File: config.mk
export PLATFORM = sky130hd
export DESIGN_NAME = fpu_fwd_scoreboard
export DESIGN_NICKNAME = d
export VERILOG_FILES = /design/src/rtl/fpu_pkg.sv /design/src/rtl/fpu_fwd_lookup.sv /design/src/rtl/fpu_fwd_scoreboard.sv
export SDC_FILE = /design/constraint.sdc
export NUM_CORES = 1
export LEC_CHECK = 0
export BUFFER_PORTS_ARGS = -buffer_cell sky130_fd_sc_hd__buf_2
export CAP_MARGIN = 20
export CORE_ASPECT_RATIO = 0.7
export CORE_MARGIN = 5
export CORE_UTILIZATION = 50
export CTS_CLUSTER_SIZE = 12
export DETAILED_ROUTE_END_ITERATION = 16
export GPL_ROUTABILITY_DRIVEN = 0
export PLACE_DENSITY_LB_ADDON = 0.2
export SLEW_MARGIN = 5
export SYNTH_ARGS = -nofsm -noshare
export SYNTH_HDL_FRONTEND = slang
export SYNTH_SLANG_ARGS = --single-unit
File: constraint.sdc
create_clock -name clk -period 5.88 [get_ports clk]
set_input_delay 1.176 -clock clk [delete_from_list [all_inputs] [get_ports clk]]
set_output_delay 1.176 -clock clk [all_outputs]
set_load 0.01 [all_outputs]
File: src/rtl/fpu_pkg.sv
// Shared FPU definitions: default datapath widths and the in-flight slot record.
package fpu_pkg;

    localparam int FPU_WIDTH = 32;
    localparam int FPU_TAG_W = 5;

    typedef struct packed {
        logic                 valid;
        logic [FPU_TAG_W-1:0] tag;
        logic                 ready;
        logic [FPU_WIDTH-1:0] data;
    } fpu_slot_t;

endpackage

File: src/rtl/fpu_fwd_lookup.sv
// Single-operand priority match over the in-flight slots; the youngest
// (lowest-index) valid slot with a matching tag decides the operand.
module fpu_fwd_lookup #(
    parameter int WIDTH = 32,
    parameter int DEPTH = 4,
    parameter int TAG_W = 5
) (
    input  logic [TAG_W-1:0]       rd_tag,
    input  logic [WIDTH-1:0]       rf_data,
    input  logic [DEPTH-1:0]       slot_valid,
    input  logic [DEPTH-1:0]       slot_ready,
    input  logic [DEPTH*TAG_W-1:0] slot_tag,
    input  logic [DEPTH*WIDTH-1:0] slot_data,
    output logic [WIDTH-1:0]       src_data,
    output logic                   src_fwd,
    output logic                   pending
);

    // Scanning oldest to youngest lets the youngest match overwrite older ones.
    always_comb begin
        src_data = rf_data;
        src_fwd  = 1'b0;
        pending  = 1'b0;
        for (int k = DEPTH - 1; k >= 0; k--) begin
            if (slot_valid[k] && (slot_tag[k*TAG_W +: TAG_W] == rd_tag)) begin
                if (slot_ready[k]) begin
                    src_data = slot_data[k*WIDTH +: WIDTH];
                    src_fwd  = 1'b1;
                    pending  = 1'b0;
                end else begin
                    src_data = rf_data;
                    src_fwd  = 1'b0;
                    pending  = 1'b1;
                end
            end
        end
    end

endmodule

File: src/rtl/fpu_fwd_scoreboard.sv
// Operand-forwarding scoreboard for the FPU pipeline: shifting in-flight slots,
// per-operand forwarding, hazard detect and retire write-back.
// Optional FPU_FWD_HAZARD_CNT_EN adds a saturating 32-bit hazard cycle counter.
module fpu_fwd_scoreboard
    import fpu_pkg::*;
#(
    parameter int WIDTH  = FPU_WIDTH,
    parameter int DEPTH  = 4,
    parameter int NSRC   = 3,
    parameter int TAG_W  = FPU_TAG_W,
    parameter int SLOT_W = $clog2(DEPTH)
) (
    input  logic                  clk,
    input  logic                  rst_n,
    input  logic                  adv,
    input  logic                  flush,
    input  logic                  issue_valid,
    input  logic [TAG_W-1:0]      issue_tag,
    input  logic                  res_valid,
    input  logic [SLOT_W-1:0]     res_slot,
    input  logic [WIDTH-1:0]      res_data,
    input  logic [NSRC*TAG_W-1:0] rd_tag,
    input  logic [NSRC*WIDTH-1:0] rf_data,
    output logic [NSRC*WIDTH-1:0] src_data,
    output logic [NSRC-1:0]       src_fwd,
    output logic                  hazard,
    output logic                  retire_block,
    output logic                  wb_valid,
    output logic [TAG_W-1:0]      wb_tag,
    output logic [WIDTH-1:0]      wb_data,
    output logic                  err
`ifdef FPU_FWD_HAZARD_CNT_EN
    ,
    output logic [31:0]           hazard_cnt
`endif
);

    localparam int LAST = DEPTH - 1;

    fpu_slot_t slot_q [DEPTH];
    fpu_slot_t slot_w [DEPTH];
    fpu_slot_t slot_d [DEPTH];
    logic      err_q, err_d;

    logic [DEPTH-1:0]       wr_sel;
    logic [DEPTH-1:0]       slot_valid, slot_ready;
    logic [DEPTH*TAG_W-1:0] slot_tag;
    logic [DEPTH*WIDTH-1:0] slot_data;
    logic [NSRC-1:0]        pend;
    logic                   wr_ok, overrun;

    always_comb begin
        for (int k = 0; k < DEPTH; k++) begin
            wr_sel[k]                    = res_valid && (res_slot == SLOT_W'(k));
            slot_valid[k]                = slot_q[k].valid;
            slot_ready[k]                = slot_q[k].ready;
            slot_tag[k*TAG_W +: TAG_W]   = TAG_W'(slot_q[k].tag);
            slot_data[k*WIDTH +: WIDTH]  = WIDTH'(slot_q[k].data);
        end
    end

    // Result writes land on the pre-shift position so they travel with the entry.
    always_comb begin
        for (int k = 0; k < DEPTH; k++) begin
            slot_w[k] = slot_q[k];
            if (wr_sel[k] && slot_q[k].valid) begin
                slot_w[k].ready = 1'b1;
                slot_w[k].data  = FPU_WIDTH'(res_data);
            end
        end
    end

    assign wr_ok        = |(wr_sel & slot_valid);
    assign retire_block = slot_q[LAST].valid & ~slot_q[LAST].ready;
    assign overrun      = adv & slot_w[LAST].valid & ~slot_w[LAST].ready;
    assign wb_valid     = adv & slot_w[LAST].valid & slot_w[LAST].ready;
    assign wb_tag       = TAG_W'(slot_w[LAST].tag);
    assign wb_data      = WIDTH'(slot_w[LAST].data);
    assign err_d        = err_q | overrun | (res_valid & ~wr_ok);
    assign err          = err_q;

    always_comb begin
        for (int k = 0; k < DEPTH; k++) begin
            slot_d[k] = slot_w[k];
        end
        if (flush) begin
            for (int k = 0; k < DEPTH; k++) begin
                slot_d[k]       = slot_q[k];
                slot_d[k].valid = 1'b0;
                slot_d[k].ready = 1'b0;
            end
        end else if (adv) begin
            for (int k = 1; k < DEPTH; k++) begin
                slot_d[k] = slot_w[k-1];
            end
            slot_d[0].valid = issue_valid;
            slot_d[0].tag   = FPU_TAG_W'(issue_tag);
            slot_d[0].ready = 1'b0;
            slot_d[0].data  = '0;
        end
    end

    // Reset clears control state only; slot tag/data are don't-care while invalid.
    always_ff @(posedge clk) begin
        if (!rst_n) begin
            for (int k = 0; k < DEPTH; k++) begin
                slot_q[k].valid <= 1'b0;
                slot_q[k].ready <= 1'b0;
            end
            err_q <= 1'b0;
        end else begin
            slot_q <= slot_d;
            err_q  <= err_d;
        end
    end

    for (genvar i = 0; i < NSRC; i++) begin : g_src
        fpu_fwd_lookup #(
            .WIDTH (WIDTH),
            .DEPTH (DEPTH),
            .TAG_W (TAG_W)
        ) u_lookup (
            .rd_tag     (rd_tag[i*TAG_W +: TAG_W]),
            .rf_data    (rf_data[i*WIDTH +: WIDTH]),
            .slot_valid (slot_valid),
            .slot_ready (slot_ready),
            .slot_tag   (slot_tag),
            .slot_data  (slot_data),
            .src_data   (src_data[i*WIDTH +: WIDTH]),
            .src_fwd    (src_fwd[i]),
            .pending    (pend[i])
        );
    end

    assign hazard = |pend;

`ifdef FPU_FWD_HAZARD_CNT_EN
    logic [31:0] hcnt_q, hcnt_d;

    assign hcnt_d = (hazard && (hcnt_q != '1)) ? hcnt_q + 32'd1 : hcnt_q;

    always_ff @(posedge clk) begin
        if (!rst_n) begin
            hcnt_q <= '0;
        end else begin
            hcnt_q <= hcnt_d;
        end
    end

    assign hazard_cnt = hcnt_q;
`endif

endmodule

==> results of run 1 <==
power breakdown:
| group | total [uW] | switching, uW | internal [uW] |
|---|---|---|---|
| sequential | 1340 | 57.5 | 1280 |
| clock | 1150 | 485 | 664 |
| combinational | 534 | 302 | 232 |
| total | 3020 | 845 | 2180 |
flip-flops by register name (all words and copies together), names as in the netlist:
signal / flops
slot_q: 23
err: 1
wb_tag: 5
slot_data: 128
area by class of cell:
class / instances / share of cell area, %
Multi-Input combinational cell: 1247 / 55.7
Clock buffer: 20 / 2.57
Timing Repair Buffer: 328 / 10.4
Inverter: 6 / 0.162
Sequential cell: 157 / 27.3
Clock inverter: 12 / 0.854
Tap cell: 412 / 3.03
worst max-delay path, stage by stage:
cell and delay (ps):
buf_2 140, xor2_1 170, nor4_2 330, nand3_2 500, nand2_2 470, buf_4 340
o22ai_1 130, a31o_1 240, buf_2 150
cell usage in the layout, fill, tap and decap left out, types with 4 or more instances in the layout:
cell type | synthesis | layout
a21oi_1 | 34 | 34
a31o_1 | 96 | 96
a31oi_1 | 6 | 6
buf_2 | 37 | 294
buf_4 | 44 | 31
clkbuf_16 | 0 | 17
clkinvlp_4 | 0 | 4
dfxtp_1 | 9 | 6
edfxtp_1 | 148 | 148
mux2_1 | 15 | 15
mux2_2 | 17 | 17
mux2i_1 | 452 | 452
nand2_1 | 137 | 137
nand2b_1 | 97 | 97
nand3_1 | 102 | 101
nand3_2 | 4 | 5
nor2_1 | 81 | 79
nor2b_1 | 6 | 5
nor3_1 | 4 | 4
nor3b_1 | 4 | 4
o22ai_1 | 96 | 96
xnor2_1 | 19 | 19
xor2_1 | 41 | 41
worst paths after layout:
check                   from             end  slack, ps  cells after the start
hold / removal           err             err        520                      2
hold reg to reg          err             err        520                      2
setup reg to reg  slot_q[38]  slot_data[120]       3100                      5
setup / recovery   rd_tag[0]    src_data[21]       1040                      9
logic make-up after synthesis:
family	count (synthesis)	share of synthesized area, %
AOI/OAI and AO/OA	244	11.5
xor gates and xnor gates	60	3.48
buffers and inverters	179	6.87
DFF	157	30.6
muxes	484	32.4
and+or+nand+nor	459	15.1
per-layer routing:
metal	up-vias	wire (um)	global-route usage [%]
met3	110	5390	7.55
met4	10	1390	8.42
li1	6210	-	-
met5	-	67	0
met2	776	24300	48.0
met1	6734	23600	43.7
through the flow:
step / cell area [um2] / util [%] / total power [uW]
final: 17000 / 56.8 / 3020
after global routing: 17000 / 56.8 / 3130
after CTS: 17000 / 56.7 / 3020
after detailed placement: 16400 / 54.8 / 1880
after global placement: 16400 / 54.8 / 1870
after floorplan: 15100 / - / 1670
==> results.toml, run 1 <==
[route]
drc = 0
ant_nets = 0
wirelength_um = 54700
vias = 13840
first_iter_violations = 1318
vias_per_cell = 6.34
dr.pass1.iters = 5
avgRoutedWirePerCell_um = 25.1

[yosys]
yosys-top-cells-count = "mux2i_1, edfxtp_1, nand2_1, nand3_1, nand2b_1"
synth_area_per_cell_um2 = 9.54
synth.distinct_cells = 46
yosysSeqAreaShare_pct = 30.6
syn_nets = 1739
synth_edf_count = 148
yosys_warnings = 0
synth.top_cell.area_share_pct = 30.0
async_flop_share_pct = 0
yosysMostFrequentCell = "mux2i_1"
synth.largest_area_cell = "mux2i_1"
ys_seq_elements = 157
synth_ff_type = "edfxtp_1"
ys_top_cells_by_area = "mux2i_1, edfxtp_1, a31o_1"
synth_area_mm2 = 0.0151
synth_cells = 1583

[global_route]
grt_max_degree = 69
track_usage_pct = 31.1
antenna_found_initial = 5
grt_pass1_wl_um = 81500
grt_pass1_vias = 13153
gr-total-overflow = 0

[clock_tree]
cts_made_buffers = 17
cts.htree.levels = 4
cts_sinks = 157
clock_path_buffers = 2
path_clk_slew_ps = 70
insertion_delay_ps = 450
ctsHoldBuffers = 0
postCtsSetupBuffers = 0
post_cts_resize_count = 0
cts_tree = "yes"
cts_root_buf = "clkbuf_16"

[setup_path]
path_class = "in -> out"
startpoint_type = "primary input"
crit_required_ps = 4700
cp-end-kind = "output pin"
cp_data_arrival_time_ps = 3670
cp_max_fo = 18

[floorplan]
ios = 296
die-area_mm2 = 0.0338
die_h_um = 155
die_w_um = 218
rows = 53
core_mm2 = 0.0299
initial_utilization_pct = 50.5

[power_and_ir_drop]
power.density_mw_per_mm2 = 178
leakagePower_uw = 0.00686
peakVddDrop_v = 0.000117

[worst_hold_path]
hold_path_class = "reg -> reg"

[run]
cap_viol_max_count = 0

[sta]
skew_ps = 12.0
period_share_pct = 82.4
whs_ps = 524
setup_violations = 0
final-hold-violation-count = 0
drv_slew = 0
fin_ws_ps = 1040
fmax_mhz = 206
setup_tns_ps = 0
tightest_slew_ps = 1090
grt_setup_unrepaired = "no"
slew_headroom_pct = 27.5
fin_crit_ps = 4840

[outcome]
status = "complete, no violations"

[placed_design]
pre_cts_slack_ps = 1050
hpwl_um = 35900
port_buffers = 295
placedCellCount = 2149

[finish]
register_area_mm2 = 0.00464
fill_cells = 2742
nNetsFinal = 1913
multiInputGateArea_mm2 = 0.00947
fin_cells = 2182
drive_gt1_share_pct = 22.7
n_antenna_cell = 0
syn_to_final_growth_pct = 12.6
Power figures use the tool's default switching activity.
==> run 2, diff against run 1 <==
Clock period 5.88 ns to 4.1 ns, I/O delays scaled along.
==> results.toml, run 2 (synthesis results as in run 1) <==
[sta]
fmax_mhz = 267
final-hold-violation-count = 0
slew_headroom_pct = 26.6
drv_slew = 0
period_share_pct = 91.4
skew_ps = 16.9
whs_ps = 530
fin_crit_ps = 3750
setup_tns_ps = 0
tightest_slew_ps = 1100
grt_setup_unrepaired = "no"
setup_violations = 0

[floorplan]
die-area_mm2 = 0.0338
rows = 53
die_w_um = 218
die_h_um = 155
initial_utilization_pct = 50.5
ios = 296
core_mm2 = 0.0299

[clock_tree]
path_clk_slew_ps = 60
insertion_delay_ps = 450
clock_path_buffers = 2
ctsHoldBuffers = 0
cts_sinks = 157
cts_root_buf = "clkbuf_16"
cts.htree.levels = 4
cts_tree = "yes"
postCtsSetupBuffers = 0
post_cts_resize_count = 0
cts_made_buffers = 17

[setup_path]
reg2reg_depth = 4
cp_max_fo = 19
cp_data_arrival_time_ps = 2930
startpoint_type = "register"
reg2reg_slack_ps = 1640
path_class = "reg -> out"
cp-end-kind = "output pin"
crit_required_ps = 3280

[finish]
syn_to_final_growth_pct = 14.2
final_cell_mix = "mux2i_1, buf_2, edfxtp_1, nand2_1, nand3_1"
nNetsFinal = 1929
fill_cells = 2678
final_util_pct = 57.7
largest_reg_flops = 128
drive_gt1_share_pct = 23.5
design_area_mm2 = 0.0172
final_common_cell = "mux2i_1"
fin_cells = 2199

[placed_design]
port_buffers = 295
placedCellCount = 2164
hpwl_um = 37700
dpl-instance-area_mm2 = 0.0166

[power_and_ir_drop]
peakVddDrop_v = 0.000244
leakagePower_uw = 0.00698
power.density_mw_per_mm2 = 252

[global_route]
antenna_found_initial = 2
grt_max_degree = 74
gr-total-overflow = 0
grt_pass1_wl_um = 82800
track_usage_pct = 31.0
grt_pass1_vias = 13943

[run]
cap_viol_max_count = 0

[route]
first_iter_violations = 1482
avgRoutedWirePerCell_um = 24.8
wirelength_um = 54500
vias = 14072
drc = 0
vias_per_cell = 6.40
dr.pass1.iters = 5
ant_nets = 0

[worst_hold_path]
hold_path_class = "reg -> reg"
hold_depth = 2

[outcome]
status = "complete, no violations"
[run 2: through the flow]
stage | total power (uW) | setup slack, ps
floorplan | 2400 | 496
global route | 4500 | 261
finish | 4340 | 351
detailed placement | 2710 | 385
CTS | 4350 | 341
global placement | 2690 | 406
[run 2: where the power goes]
group	internal [uW]	switching [uW]	leakage (uW)
Combinational	338	438	0.00522
Clock	934	717	0.000287
Sequential	1840	80.1	0.00147
Total	3110	1230	0.00698
[run 2: worst max-delay path: stages (launching register included)]
cell and delay, ps:
edfxtp_1 490, xnor2_1 210, nand3_1 120, nor3_2 330, and2_2 610, buf_4 270, nand3_1 90, a31o_1 230
buf_2 140
[run 2: worst paths after layout]
check             start            end
max reg2reg  slot_q[77]  slot_data[81]
min reg2reg         err            err
min                 err            err
max          slot_q[76]    src_data[5]
[run 2: area by class of cell]
class / count / area (um2) / share of cell area (%)
Timing Repair Buffer: 344 / 2000 / 11.6
Multi-Input combinational cell: 1247 / 9460 / 54.9
Antenna cell: 1 / 2.50 / 0.0145
Tap cell: 412 / 515 / 2.99
Clock inverter: 12 / 138 / 0.798
Inverter: 6 / 28.8 / 0.167
Clock buffer: 20 / 457 / 2.65
Sequential cell: 157 / 4640 / 26.9
[run 2: layer usage]
metal	routed length (um)	track usage [%]	up-vias
li1	-	-	6244
met2	23300	45.6	890
met4	1240	9.92	2
met3	5690	6.87	107
met1	24300	45.2	6829
met5	7	0	-
